<file path="src/rtl/i2c_slave_responder.sv">
// I2C target: oversampled START/STOP detection, 7-bit address match, byte write/read.
// Latency: bus edges seen 2-3 ref_clk after the pad; rx_valid one ref_clk after the 8th SCL rise.
// Backpressure: none; tx_data must be valid whenever tx_req strobes, rx_valid cannot be stalled.
module i2c_slave_responder #(
    parameter logic [6:0] SLAVE_ADDR = 7'h42
) (
    input  logic       ref_clk,
    input  logic       rst_n,
    input  logic       scl_in,
    input  logic       sda_in,
    output logic       sda_oe,
    output logic [7:0] rx_data,
    output logic       rx_valid,
    input  logic [7:0] tx_data,
    output logic       tx_req,
    output logic       busy
);

    localparam logic [2:0] IDLE   = 3'd0;
    localparam logic [2:0] ADDR   = 3'd1;
    localparam logic [2:0] IGNORE = 3'd2;
    localparam logic [2:0] ACK_A  = 3'd3;
    localparam logic [2:0] WR     = 3'd4;
    localparam logic [2:0] ACK_W  = 3'd5;
    localparam logic [2:0] RD     = 3'd6;
    localparam logic [2:0] RACK   = 3'd7;

    logic       scl_s1, scl_s2, scl_h;
    logic       sda_s1, sda_s2, sda_h;
    logic [2:0] state;
    logic [3:0] bit_cnt;
    logic [7:0] shift;
    logic       rw;

    logic       scl_rise, scl_fall, start, stop;
    logic [7:0] shift_in;

    assign scl_rise = scl_s2 & ~scl_h;
    assign scl_fall = ~scl_s2 & scl_h;
    // SCL must be stable high on both samples, so an SCL edge masks START/STOP.
    assign start    = scl_s2 & scl_h & sda_h & ~sda_s2;
    assign stop     = scl_s2 & scl_h & ~sda_h & sda_s2;
    assign shift_in = {shift[6:0], sda_s2};

    // Fabric supplies the next read byte on the falling edge that ends an ACK clock.
    assign tx_req = scl_fall && (bit_cnt == 4'd0) &&
                    (((state == ACK_A) && rw) || (state == RACK));

    always_ff @(posedge ref_clk) begin
        if (!rst_n) begin
            scl_s1   <= 1'b1;
            scl_s2   <= 1'b1;
            scl_h    <= 1'b1;
            sda_s1   <= 1'b1;
            sda_s2   <= 1'b1;
            sda_h    <= 1'b1;
            state    <= IDLE;
            bit_cnt  <= 4'd0;
            shift    <= 8'h00;
            rw       <= 1'b0;
            sda_oe   <= 1'b0;
            rx_data  <= 8'h00;
            rx_valid <= 1'b0;
            busy     <= 1'b0;
        end else begin
            scl_s1   <= scl_in;
            scl_s2   <= scl_s1;
            scl_h    <= scl_s2;
            sda_s1   <= sda_in;
            sda_s2   <= sda_s1;
            sda_h    <= sda_s2;
            rx_valid <= 1'b0;
            if (stop) begin
                state   <= IDLE;
                sda_oe  <= 1'b0;
                busy    <= 1'b0;
                bit_cnt <= 4'd0;
            end else if (start) begin
                state   <= ADDR;
                sda_oe  <= 1'b0;
                bit_cnt <= 4'd0;
            end else begin
                case (state)
                    ADDR: begin
                        if (scl_rise) begin
                            shift <= shift_in;
                            if (bit_cnt == 4'd7) begin
                                bit_cnt <= 4'd8;
                                rw      <= sda_s2;
                                if (shift_in[7:1] == SLAVE_ADDR) begin
                                    state <= ACK_A;
                                    busy  <= 1'b1;
                                end else begin
                                    state <= IGNORE;
                                    busy  <= 1'b0;
                                end
                            end else begin
                                bit_cnt <= bit_cnt + 4'd1;
                            end
                        end
                    end
                    ACK_A, ACK_W: begin
                        // count 8: waiting to drive ACK; count 0: ACK clock has risen
                        if (scl_fall && (bit_cnt == 4'd8)) begin
                            sda_oe <= 1'b1;
                        end else if (scl_rise) begin
                            bit_cnt <= 4'd0;
                        end else if (scl_fall) begin
                            if ((state == ACK_A) && rw) begin
                                shift  <= tx_data;
                                sda_oe <= ~tx_data[7];
                                state  <= RD;
                            end else begin
                                sda_oe <= 1'b0;
                                state  <= WR;
                            end
                        end
                    end
                    WR: begin
                        if (scl_rise) begin
                            shift <= shift_in;
                            if (bit_cnt == 4'd7) begin
                                rx_data  <= shift_in;
                                rx_valid <= 1'b1;
                                bit_cnt  <= 4'd8;
                                state    <= ACK_W;
                            end else begin
                                bit_cnt <= bit_cnt + 4'd1;
                            end
                        end
                    end
                    RD: begin
                        if (scl_rise) begin
                            bit_cnt <= bit_cnt + 4'd1;
                        end else if (scl_fall) begin
                            if (bit_cnt == 4'd8) begin
                                sda_oe <= 1'b0;
                                state  <= RACK;
                            end else begin
                                shift  <= {shift[6:0], 1'b0};
                                sda_oe <= ~shift[6];
                            end
                        end
                    end
                    RACK: begin
                        if (scl_rise) begin
                            bit_cnt <= 4'd0;
                            if (sda_s2) begin
                                state <= IGNORE;
                                busy  <= 1'b0;
                            end
                        end else if (scl_fall && (bit_cnt == 4'd0)) begin
                            shift  <= tx_data;
                            sda_oe <= ~tx_data[7];
                            state  <= RD;
                        end
                    end
                    default: ;
                endcase
            end
        end
    end

endmodule

</file>
<file path="config.mk">
export PLATFORM = sky130hd
export DESIGN_NAME = i2c_slave_responder
export DESIGN_NICKNAME = d
export VERILOG_FILES = /design/src/rtl/i2c_slave_responder.sv
export SDC_FILE = /design/constraint.sdc
export NUM_CORES = 1
export LEC_CHECK = 0
export ABC_AREA = 1
export BUFFER_PORTS_ARGS = -buffer_cell sky130_fd_sc_hd__buf_2
export CAP_MARGIN = 40
export CORE_MARGIN = 2
export CORE_UTILIZATION = 51
export DETAILED_ROUTE_END_ITERATION = 8
export PLACE_DENSITY = 0.75
export SLEW_MARGIN = 0
export SYNTH_ARGS = -nofsm -noshare
export SYNTH_HDL_FRONTEND = slang
export SYNTH_SLANG_ARGS = --single-unit
</file>
<file path="constraint.sdc">
create_clock -name ref_clk -period 1.4 [get_ports ref_clk]
set_input_delay 0 -clock ref_clk [delete_from_list [all_inputs] [get_ports ref_clk]]
set_output_delay 0 -clock ref_clk [all_outputs]
set_load 0.01 [all_outputs]
</file>
==> results of run 1 <==
-- synthesized netlist by cell type, drive strengths merged --
cell type,instances
a211oi,2
nor4,1
or2,4
nand2,59
xor2,1
nand3b,7
a21oi,17
a22oi,1
ha,2
o21ai,24
dfxtp,32
o22ai,2
nand4,4
inv,38
nor3,3
clkbuf,1
nand3,18
buf,5
nor2,37
-- worst max-delay path by stage --
stage | start | cells after the start | endpoint | slack, ns
detailed placement | scl_h | 10 | shift[2] | -0.17
global route | bit_cnt[3] | 10 | shift[2] | -0.19
finish | state[2] | 10 | shift[0] | -0.12
global placement | scl_h | 10 | shift[6] | -0.15
floorplan | state[2] | 7 | rx_data[0] | 0.003
CTS | bit_cnt[1] | 10 | shift[5] | -0.07
-- layer usage --
metal	vias to the layer above	track usage
met2	49	0.426
li1	977	-
met3	10	0.0554
met5	-	0
met1	851	0.294
met4	0	0.117
-- repair_timing --
| action | CTS | global route |
|---|---|---|
| endpoints found under the hold margin | 2 | 0 |
| setup endpoints to repair | 23 | 25 |
| hold buffers | 2 | 0 |
| setup buffers | 5 | 4 |
| pin swaps | 8 | 9 |
| gates resized for setup | 26 | 23 |
-- worst max-delay path, cell delays in order, from the launching register on --
cell      delay, ns
dfxtp_4        0.38
buf_4          0.15
nand3_1        0.10
nand2_2        0.12
o21ai_2        0.09
nand2_2        0.08
nor2_4         0.17
buf_6          0.12
nand3b_1       0.09
nand2_1        0.09
nor2_1         0.04
-- registers in the layout, summed over array words and instances (netlist names) --
| name | count |
|---|---|
| busy | 1 |
| bit_cnt | 4 |
| state | 3 |
| sda_oe | 1 |
| scl_s1 | 1 |
| sda_s2 | 1 |
| rx_valid | 1 |
| rw | 1 |
| rx_data | 8 |
| sda_s1 | 1 |
| scl_h | 1 |
| scl_s2 | 1 |
| shift | 7 |
| sda_h | 1 |
-- metrics by stage --
| step | utilization | worst slack, ns |
|---|---|---|
| floorplan | - | 0.00250 |
| global placement | 0.673 | -0.150 |
| detailed placement | 0.673 | -0.169 |
| CTS | 0.728 | -0.0745 |
| global route | 0.755 | -0.192 |
| finish | 0.755 | -0.120 |
-- layout make-up --
| class | instances | area [µm²] | area share |
|---|---|---|---|
| clock inverters | 1 | 5.00 | 0.00197 |
| inverters | 38 | 148 | 0.0582 |
| well taps | 46 | 57.6 | 0.0227 |
| multi-input cells | 182 | 1070 | 0.420 |
| clock buffers | 6 | 41.3 | 0.0163 |
| repair buffers | 73 | 561 | 0.221 |
| flip-flops and latches | 32 | 659 | 0.260 |
-- power groups by stage --
stage,clock [mW],combinational [mW],sequential [mW]
finish,0.491,2.56,1.19
global route,0.546,2.87,1.21
CTS,0.502,2.37,1.18
detailed placement,0,2.16,1.17
global placement,0,2.13,1.17
floorplan,0,1.50,1.13
-- cells by family (layout without fill, tap and decap cells) --
| logic type | Yosys count | after routing | share of synthesized area |
|---|---|---|---|
| buffers and inverters | 44 | 118 | 0.105 |
| AOI/OAI and AO/OA | 46 | 46 | 0.143 |
| DFF | 32 | 32 | 0.358 |
| adders and majority gates | 2 | 2 | 0.0140 |
| xor gates and xnor gates | 1 | 1 | 0.00489 |
| and+or+nand+nor | 133 | 133 | 0.375 |
==> out/results.tsv, run 1 <==
stage	metric	value	unit
power	clockPowerShare	0.116	
clocking	cts_tree	built	
setup_path	worstPathArrival	1.76	ns
power	pwr-share-seq	0.280	
logic_synthesis	synth-seq-cells	32	
timing	fin_setup_tns	-0.874	ns
floorplan	die_h	63.3	µm
global_routing	antenna_found_initial	0	
finish	fillerInstances	280	
floorplan	dieArea	4000	µm²
finish	n_antenna_cell	0	
setup_path	reg2reg_depth	10	
clocking	htree_levels	2	
clocking	clk_path_buf_depth	2	
timing	tightest_slew	0.311	ns
route	viasPerCell	4.99	
global_routing	grt.total_usage	0.248	
power	swShare	0.434	
placed_design	portBuffers	23	
finish	final_area	2540	µm²
power	pwr-share-comb	0.604	
floorplan	fp-row-count	21	
worst_hold_path	min_from	rst_n	
worst_hold_path	hp-class	primary input to register	
route	route.met3.wl	212	µm
logic_synthesis	syn-cell-area	1790	µm²
route	wl_met1	2070	µm
flow_run	cap_violations	0	
worst_hold_path	min_delay_worst_endpoint	busy	
timing	period_share	1.09	
logic_synthesis	synth_warnings	0	
setup_path	r2r_end	shift[0]	
route	drc	0	
global_routing	grt_overflow	0	
global_routing	grt_pass1_vias	1758	
placed_design	post_dp_cell_area	2260	µm²
setup_path	rr_startpoint	state[2]	
clocking	clock_sinks	32	
status	status	complete, but fails checks	
placed_design	dp_hpwl	3270	µm
global_routing	grt_max_degree	18	
route	wire_per_inst	12.3	µm
power	p_sw	1.84	mW
route	top_layer_used	met4	
placed_design	place.gp.congestion	0.885	
finish	nets	346	
floorplan	initial_core_util	0.533	
logic_synthesis	netlist.area_leader.share	0.358	
global_routing	grt_pass1_wl	7760	µm
placed_design	dp_cells	361	
power	power_density	1670	nW/µm²
floorplan	die_w	63.3	µm
clocking	path_clk_slew	0.10	ns
route	final_antenna_net_count	0	
timing	slew_violations	0	
timing	finalWorstSetupSlack	-0.120	ns
finish	drive_above_1_share	0.422	
floorplan	io_pins	24	
route	drt-initial-drc-count	87	
logic_synthesis	ys_top_cells_by_area	dfxtp_1 (36%), nand2_1 (11%), inv_1 (7.1%)	
finish	final_common_cell	nand2_1	
timing	layout_min_cycle_time	1.52	ns
setup_path	r2r_slack	-0.12	ns
timing	slew_headroom	0.792	
finish	finalNonFillerCells	378	
power	leakage	1.22	nW
finish	area_growth	41.7	%
timing	setup_viol	15	
clocking	root_buffer	clkbuf_4	
logic_synthesis	synth_cells	258	
clocking	insertion_delay	0.33	ns
route	wl_met2	2280	µm
logic_synthesis	synth_top_area_cell	dfxtp_1	
power	power.internal	2.40	mW
timing	hold_ws	0.0605	ns
logic_synthesis	yosysUniqueCellTypes	33	
route	wl	4670	µm
timing	finalHoldViolations	0	
floorplan	core_area	3360	µm²
logic_synthesis	avgSynthCellArea	6.94	µm²
timing	final.setup_skew	0.00956	ns
power	finalPower	4.24	mW
clocking	cts_inserted_buffers	5	
logic_synthesis	seq_area_frac_synth	0.358	
setup_path	path_max_fanout	4	
setup_path	cp-end-kind	register	
setup_path	start_kind	register	
setup_path	crit_type	register to register	
logic_synthesis	synthesis.nets	272	
route	drt_pre_antenna_iters	4	
status	violations	negative setup slack	
worst_hold_path	holdPathStages	4	
setup_path	crit_required	1.64	ns
power	ir_drop	0.876	mV
finish	final_cell_mix	nand2_1 (48), buf_4 (40), inv_1 (31)	
timing	fmax	0.658	GHz
route	num_vias	1887	
timing	rsz0062_at_grt	true	
Power figures use the tool's default switching activity.
==> inputs of run 2 (changes only) <==
CORE_UTILIZATION = 57   (was 51)
PLACE_DENSITY = 0.79   (was 0.75)
clock period = 1.65 ns   (was 1.4 ns; I/O delays follow)
==> run 2 against run 1 <==
The flow now finishes without violations. Cell count decreased by 9.3%. Global-route usage increased by 0.70 points. Sequential power fell by 16%. Worst hold slack better by 0.020 ns.
==> out/results.tsv, run 2 (synthesized netlist as in run 1, its figures left out) <==
stage	metric	value	unit	change
setup_path	path_max_fanout	5		was 4
finish	top_regs	rx_data: 8 flops, shift: 7 flops, bit_cnt: 4 flops		unchanged
clocking	clk_path_buf_depth	2		unchanged
finish	final_area	2160	µm²	was 2540 µm²
floorplan	initial_core_util	0.592		was 0.533
finish	nets	312		was 346
clocking	root_buffer	clkbuf_4		unchanged
route	viasPerCell	5.17		was 4.99
placed_design	dp_cells	328		was 361
timing	slew_violations	0		unchanged
power	power.internal	1.71	mW	was 2.40 mW
setup_path	cp.depth	10		unchanged
worst_hold_path	hp-class	primary input to register		unchanged
placed_design	place.gp.congestion	0.977		was 0.885
timing	slew_headroom	0.758		was 0.792
timing	finalHoldViolations	0		unchanged
finish	final_cell_mix	nand2_1 (52), inv_1 (34), dfxtp_1 (27)		was nand2_1 (48), buf_4 (40), inv_1 (31)
power	clockPowerShare	0.150		was 0.116
finish	final_common_cell	nand2_1		unchanged
timing	final.setup_skew	0.0159	ns	was 0.00956 ns
setup_path	reg2reg_depth	10		unchanged
route	wl	4130	µm	was 4670 µm
setup_path	start_kind	register		unchanged
status	status	finished, final reports clean		was complete, but fails checks
timing	finalWorstSetupSlack	0.0590	ns	was -0.120 ns
timing	setup_viol	0		was 15
setup_path	r2r_end	shift[4]		was shift[0]
global_routing	grt_pass1_vias	1562		was 1758
setup_path	r2r_slack	0.06	ns	was -0.12 ns
timing	tightest_slew	0.361	ns	was 0.311 ns
timing	period_share	0.964		was 1.09
setup_path	worstPathArrival	1.82	ns	was 1.76 ns
power	power_density	1450	nW/µm²	was 1670 nW/µm²
finish	finalNonFillerCells	343		was 378
finish	area_growth	20.4	%	was 41.7%
power	leakage	1.03	nW	was 1.22 nW
floorplan	die_h	60.1	µm	was 63.3 µm
global_routing	grt_max_degree	18		unchanged
placed_design	post_dp_cell_area	2000	µm²	was 2260 µm²
finish	drive_above_1_share	0.291		was 0.422
route	wire_per_inst	12.0	µm	was 12.3 µm
floorplan	dieArea	3610	µm²	was 4000 µm²
setup_path	slowest_stage	dfxtp_2		was dfxtp_4
power	pwr-share-comb	0.530		was 0.604
setup_path	cp-endpoint	shift[4]		was shift[0]
finish	regMostFlops	rx_data		unchanged
clocking	cts_inserted_buffers	5		unchanged
setup_path	rr_startpoint	bit_cnt[0]		was state[2]
timing	fin_setup_tns	0	ns	was -0.874 ns
placed_design	pre_cts_ws	0.0272	ns	was -0.169 ns
setup_path	crit_required	1.88	ns	was 1.64 ns
placed_design	portBuffers	23		unchanged
power	pwr-share-seq	0.320		was 0.280
floorplan	fp-row-count	20		was 21
power	finalPower	3.13	mW	was 4.24 mW
flow_run	cap_violations	0		unchanged
placed_design	dp_hpwl	3050	µm	was 3270 µm
power	p_sw	1.42	mW	was 1.84 mW
route	final_antenna_net_count	0		unchanged
finish	multi_input_area	996	µm²	was 1070 µm²
clocking	path_clk_slew	0.11	ns	was 0.10 ns
global_routing	grt_overflow	0		unchanged
clocking	insertion_delay	0.34	ns	was 0.33 ns
setup_path	critPathLaunch	bit_cnt[0]		was state[2]
global_routing	grt.total_usage	0.255		was 0.248
route	drc	0		unchanged
floorplan	core_area	3030	µm²	was 3360 µm²
finish	largest_register_ffs	8		unchanged
timing	layout_min_cycle_time	1.59	ns	was 1.52 ns
setup_path	crit_chain	inv_1 -> ha_2 -> nand4_1 -> nand2_2 -> nand3_2 -> nor2_4 -> buf_4 -> nand3b_1 -> nand2_1 -> nor2_1		was buf_4 -> nand3_1 -> nand2_2 -> o21ai_2 -> nand2_2 -> nor2_4 -> buf_6 -> nand3b_1 -> nand2_1 -> nor2_1
setup_path	crit_type	register to register		unchanged
finish	n_antenna_cell	0		unchanged
finish	fillerInstances	262		was 280
global_routing	grt_pass1_wl	6840	µm	was 7760 µm
setup_path	critPathTopFamily	simple AND/OR/NAND/NOR gates		unchanged
floorplan	io_pins	24		unchanged
setup_path	cp-end-kind	register		unchanged
power	swShare	0.454		was 0.434
timing	hold_ws	0.0805	ns	was 0.0605 ns
finish	regArea	647	µm²	was 659 µm²
global_routing	antenna_found_initial	0		unchanged
floorplan	die_w	60.1	µm	was 63.3 µm
finish	utilization	0.712		was 0.755
route	drt_pre_antenna_iters	4		unchanged
clocking	htree_levels	2		unchanged
route	num_vias	1774		was 1887
setup_path	cp_num_buf_inv	2		unchanged
clocking	cts_tree	built		unchanged
timing	fmax	0.629	GHz	was 0.658 GHz
route	drt-initial-drc-count	97		was 87
clocking	clock_sinks	32		unchanged
power	ir_drop	0.747	mV	was 0.876 mV
setup_path	slowest_delay	0.35	ns	was 0.38 ns
==> run 2: cell count changes in the layout (fill, tap and decap cells not counted), moves of 3 or more <==
cell	delta
nor2_1	+3
dfxtp_4	-4
o21ai_0	+4
buf_4	-28
buf_6	-4
nand2_1	+4
buf_12	-3
nand2_2	-4
inv_1	+3
==> run 2: worst reg2reg max path, stage by stage, from the launching register on <==
cell and delay, ns:
dfxtp_2 0.35, inv_1 0.06, ha_2 0.20, nand4_1 0.16
nand2_2 0.12, nand3_2 0.09, nor2_4 0.17, buf_4 0.15
nand3b_1 0.08, nand2_1 0.07, nor2_1 0.04
==> run 2: how the worst min path moves through the flow <==
stage,startpoint,end,cells past startpoint
3_5_place_dp,scl_in,scl_s1,2
4_1_cts,tx_data[7],sda_oe,4
3_3_place_gp,scl_in,scl_s1,2
5_1_grt,tx_data[7],sda_oe,4
2_1_floorplan,scl_in,scl_s1,1
6_report,tx_data[7],sda_oe,4
==> run 2: per-layer routing <==
metal,global-route usage,vias to the layer above,routed length (µm)
met4,0.0921,0,77
met5,0,-,0
met3,0.0649,9,292
met2,0.405,56,1940
met1,0.334,797,1830
li1,-,912,-
==> run 2: power by group through the flow <==
stage	logic (mW)	registers (mW)	clock network, mW
floorplan	1.28	0.963	0
global placement	1.48	1.01	0
detailed placement	1.50	1.01	0
CTS	1.51	0.993	0.484
global route	1.87	1.02	0.510
finish	1.66	1.00	0.470
==> run 2: cell type report <==
class	instances	area share
Multi-Input combinational cell	182	0.462
Sequential cell	32	0.300
Timing Repair Buffer	39	0.118
Inverter	38	0.0673
Clock buffer	8	0.0273
Tap cell	44	0.0255
==> run 2: timing repair <==
item,4_1_cts,5_1_grt
setup buffers,0,4
setup endpoints to repair,0,22
hold buffers,3,0
endpoints found under the hold margin,3,0
gates resized for setup,0,15
